## config.mk

```make
export PLATFORM = sky130hd
export DESIGN_NAME = div_unit
export DESIGN_NICKNAME = d
export VERILOG_FILES = /design/src/rtl/div_unit.sv
export SDC_FILE = /design/constraint.sdc
export NUM_CORES = 1
export LEC_CHECK = 0
export ABC_AREA = 1
export BUFFER_PORTS_ARGS = -buffer_cell sky130_fd_sc_hd__buf_4
export CAP_MARGIN = 0
export CORE_ASPECT_RATIO = 1.25
export CORE_MARGIN = 2
export CORE_UTILIZATION = 44
export CTS_CLUSTER_SIZE = 10
export DETAILED_ROUTE_END_ITERATION = 8
export GPL_TIMING_DRIVEN = 1
export SYNTH_ARGS = -nofsm -noshare
export SYNTH_HDL_FRONTEND = slang
export SYNTH_SLANG_ARGS = --single-unit
```

## constraint.sdc

```tcl
create_clock -name clk_i -period 5.85 [get_ports clk_i]
set_input_delay 1.17 -clock clk_i [delete_from_list [all_inputs] [get_ports clk_i]]
set_output_delay 1.17 -clock clk_i [all_outputs]
set_load 0.005 [all_outputs]
```

## src/rtl/div_unit.sv

```systemverilog
// Iterative radix-2 restoring divider for RV32M DIV/DIVU/REM/REMU; XLEN-cycle latency, start ignored while busy.
// Optional DIV_EARLY_OUT_EN: divide-by-zero and signed overflow finish one cycle after accept.
module div_unit #(
   parameter int XLEN = 32
) (
   input  logic            clk_i,
   input  logic            rst_i,
   input  logic            start_i,
   input  logic [1:0]      op_i,
   input  logic [XLEN-1:0] rs1_data_i,
   input  logic [XLEN-1:0] rs2_data_i,
   output logic            busy_o,
   output logic            done_o,
   output logic [XLEN-1:0] result_o
);

   localparam int CW = (XLEN > 2) ? $clog2(XLEN) : 1;
   localparam logic [XLEN-1:0] MIN_NEG = {1'b1, {(XLEN-1){1'b0}}};
   localparam logic [CW-1:0]   CNT_INIT = CW'(XLEN-1);

   typedef enum logic [1:0] {
      S_IDLE,
      S_CALC,
      S_DONE
   } state_t;

   state_t          state_q;
   logic            rem_op_q;
   logic            neg_quo_q;
   logic            neg_rem_q;
   logic            dz_q;
   logic            ovf_q;
   logic [XLEN-1:0] rem_q;
   logic [XLEN-1:0] quo_q;
   logic [XLEN-1:0] dvsr_q;
   logic [XLEN-1:0] dvnd_q;
   logic [CW-1:0]   count_q;
   logic            busy_q;
   logic            done_q;
   logic [XLEN-1:0] result_q;

   logic            a_neg;
   logic            b_neg;
   logic [XLEN-1:0] a_mag;
   logic [XLEN-1:0] b_mag;
   logic            acc_dz;
   logic            acc_ovf;

   logic [XLEN:0]   shifted;
   logic [XLEN:0]   diff;
   logic            ge;
   logic [XLEN-1:0] rem_d;
   logic [XLEN-1:0] quo_d;
   logic [XLEN-1:0] quo_fix;
   logic [XLEN-1:0] rem_fix;

   function automatic logic [XLEN-1:0] forced_res(input logic rem_op,
                                                  input logic [XLEN-1:0] dvnd,
                                                  input logic dz);
      logic [XLEN-1:0] r;
      if (dz) r = rem_op ? dvnd : '1;
      else    r = rem_op ? '0 : MIN_NEG;
      return r;
   endfunction

   always_comb begin
      a_neg   = ~op_i[0] & rs1_data_i[XLEN-1];
      b_neg   = ~op_i[0] & rs2_data_i[XLEN-1];
      a_mag   = a_neg ? (~rs1_data_i + 1'b1) : rs1_data_i;
      b_mag   = b_neg ? (~rs2_data_i + 1'b1) : rs2_data_i;
      acc_dz  = (rs2_data_i == '0);
      acc_ovf = ~op_i[0] & (rs1_data_i == MIN_NEG) & (rs2_data_i == '1);
   end

   // Borrow out of the XLEN+1-bit subtract is the "rem < divisor" flag.
   always_comb begin
      shifted = {rem_q, quo_q[XLEN-1]};
      diff    = shifted - {1'b0, dvsr_q};
      ge      = ~diff[XLEN];
      rem_d   = ge ? diff[XLEN-1:0] : shifted[XLEN-1:0];
      quo_d   = {quo_q[XLEN-2:0], ge};
      quo_fix = neg_quo_q ? (~quo_d + 1'b1) : quo_d;
      rem_fix = neg_rem_q ? (~rem_d + 1'b1) : rem_d;
   end

   always_ff @(posedge clk_i or posedge rst_i) begin
      if (rst_i) begin
         state_q   <= S_IDLE;
         rem_op_q  <= 1'b0;
         neg_quo_q <= 1'b0;
         neg_rem_q <= 1'b0;
         dz_q      <= 1'b0;
         ovf_q     <= 1'b0;
         rem_q     <= '0;
         quo_q     <= '0;
         dvsr_q    <= '0;
         dvnd_q    <= '0;
         count_q   <= '0;
         busy_q    <= 1'b0;
         done_q    <= 1'b0;
         result_q  <= '0;
      end else begin
         done_q <= 1'b0;
         case (state_q)
            S_CALC: begin
               rem_q <= rem_d;
               quo_q <= quo_d;
               if (count_q == '0) begin
                  if (dz_q | ovf_q) result_q <= forced_res(rem_op_q, dvnd_q, dz_q);
                  else              result_q <= rem_op_q ? rem_fix : quo_fix;
                  state_q <= S_DONE;
                  busy_q  <= 1'b0;
                  done_q  <= 1'b1;
               end else begin
                  count_q <= count_q - 1'b1;
               end
            end
            default: begin
               if (start_i) begin
                  rem_op_q  <= op_i[1];
                  neg_quo_q <= a_neg ^ b_neg;
                  neg_rem_q <= a_neg;
                  dz_q      <= acc_dz;
                  ovf_q     <= acc_ovf;
                  rem_q     <= '0;
                  quo_q     <= a_mag;
                  dvsr_q    <= b_mag;
                  dvnd_q    <= rs1_data_i;
                  count_q   <= CNT_INIT;
`ifdef DIV_EARLY_OUT_EN
                  if (acc_dz | acc_ovf) begin
                     result_q <= forced_res(op_i[1], rs1_data_i, acc_dz);
                     state_q  <= S_DONE;
                     busy_q   <= 1'b0;
                     done_q   <= 1'b1;
                  end else begin
                     state_q <= S_CALC;
                     busy_q  <= 1'b1;
                  end
`else
                  state_q <= S_CALC;
                  busy_q  <= 1'b1;
`endif
               end else begin
                  state_q <= S_IDLE;
               end
            end
         endcase
      end
   end

   assign busy_o   = busy_q;
   assign done_o   = done_q;
   assign result_o = result_q;

endmodule
```

==> results.sh, run 1 <==
export IMPL_crit_path_start="quo_q[31]"
export IMPL_critical_path_top_delay_family="simple AND/OR/NAND/NOR gates"
export IMPL_synth_async_reset_ratio_pct=100.0
export IMPL_cts_buffers=17
export IMPL_dpl_hpwl_um=40870
export IMPL_grtUsageTotal_pct=32.00
export IMPL_yosys_warnings=0
export IMPL_synth_edf_count=0
export IMPL_status="completed"
export IMPL_core_um2=31790
export IMPL_max_stage_delay_ps=410
export IMPL_nets=2446
export IMPL_clk_pin_slew_ps=80
export IMPL_vias=14942
export IMPL_hp_class="reg -> reg"
export IMPL_io_pins=103
export IMPL_start_util_pct=44.66
export IMPL_cp_required_ps=6230
export IMPL_min_from="dvnd_q[8]"
export IMPL_fp_row_count=73
export IMPL_synth_top_area_cell="dfrtp_1"
export IMPL_slew_headroom_pct=33.02
export IMPL_htreeDepth=4
export IMPL_rsz0062_at_grt="no"
export IMPL_fin_hold_ws_ps=480.7
export IMPL_cp_slowest_cell="fa_1"
export IMPL_timing_max_transition_violations_final=0
export IMPL_avgSynthCellArea_um2=6.235
export IMPL_ys_ff_latch=174
export IMPL_chipWidth_um=164.7
export IMPL_period_minus_slack_ps=4620
export IMPL_drive_above_1_share_pct=9.617
export IMPL_cts_tree="built"
export IMPL_holdBufCountCts=0
export IMPL_insertion_delay_ps=450
export IMPL_synth_top_area_share_pct=30.67
export IMPL_startpoint_type="flop"
export IMPL_ctsLongestPathBuffers=2
export IMPL_fin_setup_tns_ps=0
export IMPL_cap_violations=0
export IMPL_area_growth_pct=11.83
export IMPL_gr_total_overflow=0
export IMPL_post_cts_buffers=0
export IMPL_ys_flop_type="dfrtp_1"
export IMPL_antennaDiodeCount=0
export IMPL_grt_pass1_vias=14233
export IMPL_worstReg2RegStart="quo_q[31]"
export IMPL_yosysSeqAreaShare_pct=30.67
export IMPL_cp_max_fo=13
export IMPL_drt_first_pass_iters=6
export IMPL_grt_pass1_wl_um=81800
export IMPL_critical_path_most_common_cell="nand2_1"
export IMPL_clock_fmax_mhz=216.4
export IMPL_arrival_ps=5000
export IMPL_antenna_found_initial=0
export IMPL_finalHoldViolations=0
export IMPL_ant_nets=0
export IMPL_syn_inst=2277
export IMPL_syn_nets=2386
export IMPL_synth_area_top_cells="dfrtp_1, nand2_1, inv_1"
export IMPL_wl_um=52420
export IMPL_drt_iter0_markers=1365
export IMPL_place_gp_congestion=0.9041
export IMPL_setup_viol=0
export IMPL_grt_start_max_net_pins=85
export IMPL_finalCritPeriodShare_pct=78.98
export IMPL_timing_critical_path_buf_inv=2
export IMPL_wl_per_cell_um=18.98
export IMPL_worstSetupPathType="reg -> reg"
export IMPL_dieArea_um2=33730
export IMPL_clock_sinks=174
export IMPL_io_buffers=102
export IMPL_drc=0
export IMPL_avgViaCountPerCell=5.410
export IMPL_worst_setup_path_end_kind="flop"
export IMPL_die_height_um=204.8
export IMPL_synth_cell_types=55
export IMPL_cts_root_buf="clkbuf_16"
export IMPL_tightest_slew_ps=1005
export IMPL_fin_worst_skew_ps=18.41
export IMPL_cts_resized=0
export IMPL_syn_cell_area_um2=14200
==> layout make-up <==
type	count	area [um^2]
clock buffer	17	425.4
clock inverter	15	171.4
fill	3309	15910
inverter	333	1254
multi-input combinational	1692	8248
sequential	174	4355
tap	412	515.5
timing repair buffer	119	905.9
==> metrics by stage <==
| stage | std cells | instance area (um^2) | setup WS (ps) | util [%] |
|---|---|---|---|---|
| after floorplan | 2277 | 14200 | 1885 | - |
| after global placement | 2730 | 15280 | 1399 | 48.07 |
| final | 2762 | 15880 | 1230 | 49.94 |
| after CTS | 2762 | 15880 | 1288 | 49.94 |
| after global routing | 2762 | 15880 | 594.6 | 49.94 |
| after detailed placement | 2730 | 15280 | 1340 | 48.07 |
==> sequential cells by signal, indices dropped and copies added, names as in the netlist <==
name	count
busy_o	1
count_q	5
done_o	1
dvnd_q	32
dvsr_q	32
dz_q	1
neg_quo_q	1
neg_rem_q	1
ovf_q	1
quo_q	32
rem_op_q	1
rem_q	32
result_o	32
state_q	2
==> per-layer routing <==
layer	track usage [%]	wire length, um	vias up
met5	0	0	-
met4	13.76	2465	0
met3	2.369	2127	75
met2	57.29	26480	457
met1	39.28	21350	6998
li1	-	-	7412
==> layout by cell type, fill, tap and decap left out, types with 3 or more instances in the layout <==
cell         n
a21boi_1     7
a21oi_1     75
a21oi_2      4
a2bb2oi_1    5
a31oi_1     11
and2_1       3
buf_4      118
clkbuf_16   17
clkinv_1     3
clkinv_8     5
dfrtp_1    173
ha_1        39
inv_1      324
inv_2        5
inv_6        4
inv_8        3
nand2_1    749
nand2_2     14
nand2_4      5
nand3_1    168
nand3b_1     9
nand4_1     24
nor2_1     226
nor2_2      11
nor3_1      28
nor4_1       3
o2111ai_1   16
o211ai_1     7
o21a_1      12
o21ai_0    122
o21ai_1     12
o221ai_1     5
o22ai_1     37
o31ai_1     14
or2_2       24
xnor2_1     10
xor2_1      27
==> worst register-to-register path, delay by kind of cell, from the launching register on <==
family                     cells  cell delay [ps]
DFF                            1              330
adders and majority gates      3              810
and+or+nand+nor               22             2760
buffers and inverters          2              180
AOI/OAI and AO/OA              4              470
==> synthesized netlist by cell type, types with 4 or more instances <==
cell type / instances
a21boi_1: 7
a21oi_1: 75
a21oi_2: 4
a2bb2oi_1: 5
a31oi_1: 11
buf_1: 10
buf_2: 11
buf_4: 7
clkbuf_1: 47
dfrtp_1: 174
ha_1: 39
inv_1: 325
inv_2: 5
nand2_1: 750
nand2_2: 14
nand2_4: 4
nand3_1: 168
nand3b_1: 9
nand4_1: 24
nor2_1: 229
nor2_2: 8
nor3_1: 28
o2111ai_1: 16
o211ai_1: 7
o21a_1: 12
o21ai_0: 122
o21ai_1: 12
o221ai_1: 5
o22ai_1: 37
o31ai_1: 14
or2_2: 24
xnor2_1: 10
xor2_1: 27
==> kinds of logic after synthesis <==
logic type                 count (synthesis)  synth area share [%]
and+or+nand+nor                         1275                 37.86
buffers and inverters                    411                 11.33
AOI/OAI and AO/OA                        340                 14.27
DFF                                      174                 30.67
adders and majority gates                 40                 3.578
xor gates and xnor gates                  37                 2.283
==> path summary, 6_finish.rpt <==
| kind | endpoint | slack, ps | cells past startpoint |
|---|---|---|---|
| worst max-delay path | result_o[28] | 1230 | 31 |
| worst min-delay path | dvnd_q[8] | 480 | 2 |
| worst max register to register | result_o[28] | 1230 | 31 |
| worst min register to register | dvnd_q[8] | 480 | 2 |
| max in group asynchronous | rem_q[4] | 3760 | 3 |
| min in group asynchronous | dvnd_q[24] | 870 | 2 |
Power of run 1 is not shown: default switching activity piles up to over one toggle a cycle in this logic, so the estimate is an artifact.
==> inputs of run 2 (changes only) <==
==> constraint.sdc (replaced) <==
create_clock -name clk_i -period 4.2 [get_ports clk_i]
set_input_delay 0.84 -clock clk_i [delete_from_list [all_inputs] [get_ports clk_i]]
set_output_delay 0.84 -clock clk_i [all_outputs]
set_load 0.005 [all_outputs]
==> run 2 against run 1 <==
- setup slack got worse by 980 ps
- hold slack improved by 6.8 ps
- count of clock-buffer cells in the layout unchanged
- wire length increased by 0.64%
- global-route usage decreased by 0.12 points
- cell count increased by 1.8%
- fmax increased by 17%
- register-to-register slack got worse by 980 ps
- via count increased by 1.5%
- non-clock buffer count increased by 50
- critical endpoint unchanged
- highest routed layer unchanged
==> results.sh, run 2 (synthesis results as in run 1) <==
export IMPL_status="completed"
export IMPL_clock_sinks=174
export IMPL_worstReg2RegStart="rem_q[18]"
export IMPL_min_delay_path_depth=2
export IMPL_grt_pass1_vias=14484
export IMPL_start_util_pct=44.66
export IMPL_fin_hold_ws_ps=487.4
export IMPL_seq_area_um2=4355
export IMPL_multiInputGateArea_um2=8442
export IMPL_fp_row_count=73
export IMPL_mostFrequentLayoutCells="nand2_1, inv_1, nor2_1"
export IMPL_wl_met2_um=25970
export IMPL_startpoint_type="flop"
export IMPL_finalCritPeriodShare_pct=94.11
export IMPL_fin_worst_skew_ps=16.59
export IMPL_hp_class="reg -> reg"
export IMPL_min_from="result_o[9]"
export IMPL_slew_headroom_pct=29.31
export IMPL_grt_pass1_wl_um=81480
export IMPL_drive_above_1_share_pct=12.58
export IMPL_nets=2496
export IMPL_htreeDepth=4
export IMPL_finalHoldViolations=0
export IMPL_chipWidth_um=164.7
export IMPL_worst_hold_path_endpoint="result_o[9]"
export IMPL_wl_met3_um=2122
export IMPL_cp_required_ps=4590
export IMPL_drt_iter0_markers=1184
export IMPL_worst_r2r_setup_slack_ps=250
export IMPL_avgViaCountPerCell=5.391
export IMPL_reg2reg_depth=27
export IMPL_ant_nets=0
export IMPL_rsz0062_at_grt="yes"
export IMPL_grt_start_max_net_pins=64
export IMPL_io_pins=103
export IMPL_wl_um=52760
export IMPL_met1_length_um=21020
export IMPL_antenna_found_initial=0
export IMPL_cp_max_fo=5
export IMPL_gr_total_overflow=0
export IMPL_drc=0
export IMPL_worstSetupPathType="reg -> reg"
export IMPL_insertion_delay_ps=470
export IMPL_r2r_end="result_o[28]"
export IMPL_clock_fmax_mhz=253.0
export IMPL_cts_tree="built"
export IMPL_core_um2=31790
export IMPL_arrival_ps=4340
export IMPL_cts_buffers=17
export IMPL_ctsLongestPathBuffers=2
export IMPL_fillers=3369
export IMPL_period_minus_slack_ps=3953
export IMPL_antennaDiodeCount=0
export IMPL_wl_per_cell_um=18.76
export IMPL_holdBufCountCts=0
export IMPL_top_layer_used="met4"
export IMPL_io_buffers=102
export IMPL_timing_max_transition_violations_final=0
export IMPL_area_growth_pct=16.09
export IMPL_clk_pin_slew_ps=80
export IMPL_dpl_hpwl_um=41060
export IMPL_worst_setup_path_end_kind="flop"
export IMPL_dieArea_um2=33730
export IMPL_grtUsageTotal_pct=31.88
export IMPL_final_common_cell="nand2_1"
export IMPL_drt_first_pass_iters=7
export IMPL_cts_root_buf="clkbuf_16"
export IMPL_vias=15159
export IMPL_place_gp_congestion=0.9349
export IMPL_cap_violations=0
export IMPL_tightest_slew_ps=1059
export IMPL_setup_viol=0
export IMPL_die_height_um=204.8
run 2: changes by cell type in the layout (fill, tap and decap cells not counted), sizes merged:
cell,delta
clkinv,-2
inv,+2
buf,+49
clkbuf,+1
run 2: how the worst max path moves through the flow:
| stage | startpoint | cells after the start | to |
|---|---|---|---|
| detailed placement | dvsr_q[0] | 30 | result_o[28] |
| finish | rem_q[18] | 27 | result_o[28] |
| floorplan | quo_q[31] | 32 | result_o[28] |
| CTS | rem_q[16] | 26 | result_o[28] |
| global route | rem_q[22] | 27 | result_o[28] |
| global placement | rem_q[16] | 26 | result_o[30] |
run 2: timing repair:
action | 4_1_cts | 5_1_grt
hold endpoints to repair | 0 | 0
resized for setup | 0 | 35
buffers inserted | 0 | 4
setup endpoints to repair | 0 | 12
run 2: routing by layer:
| metal | up-vias | global-route usage (%) |
|---|---|---|
| met5 | - | 0 |
| met4 | 0 | 19.25 |
| met3 | 115 | 3.401 |
| met2 | 437 | 54.65 |
| met1 | 7106 | 38.26 |
| li1 | 7501 | - |
run 2: final cells by class:
type	count	share of cell area, %
clock buffers	17	2.581
clock inverters	15	0.9945
inverters	333	7.607
multi-input cells	1692	51.22
flip-flops and latches	174	26.43
well taps	412	3.128
repair buffers	169	8.040
run 2: stage by stage:
stage,instance area (um^2),std cells,TNS (ps),utilization (%),worst slack [ps]
floorplan,14200,2277,0,-,234.9
global route,16480,2812,-206.8,51.85,-49.82
global placement,15660,2776,0,49.27,122.9
detailed placement,15660,2776,0,49.27,85.80
CTS,16250,2808,0,51.13,34.79
finish,16480,2812,0,51.85,247.3
run 2: worst max-delay path, stage by stage (launching register included):
cell and delay (ps):
dfrtp_1 400, ha_1 380, nand2_1 140, inv_1 50, nand2_1 60, nand2_1 70
nand2_1 60, nand2_1 100, a21oi_4 260, nand3_2 150, nand2_4 120, ha_2 180
nand3_2 100, nor3_4 220, nand3_2 150, nor2_4 160, nand3_2 100, nor3_2 190
nand3_1 110, nand2_2 100, o21ai_4 100, nor2_4 140, nand2_1 70, a21oi_1 120
o21ai_1 80, nand2_1 70, nand2_1 60, a21oi_2 160
Power of run 2 is left out for the same reason.
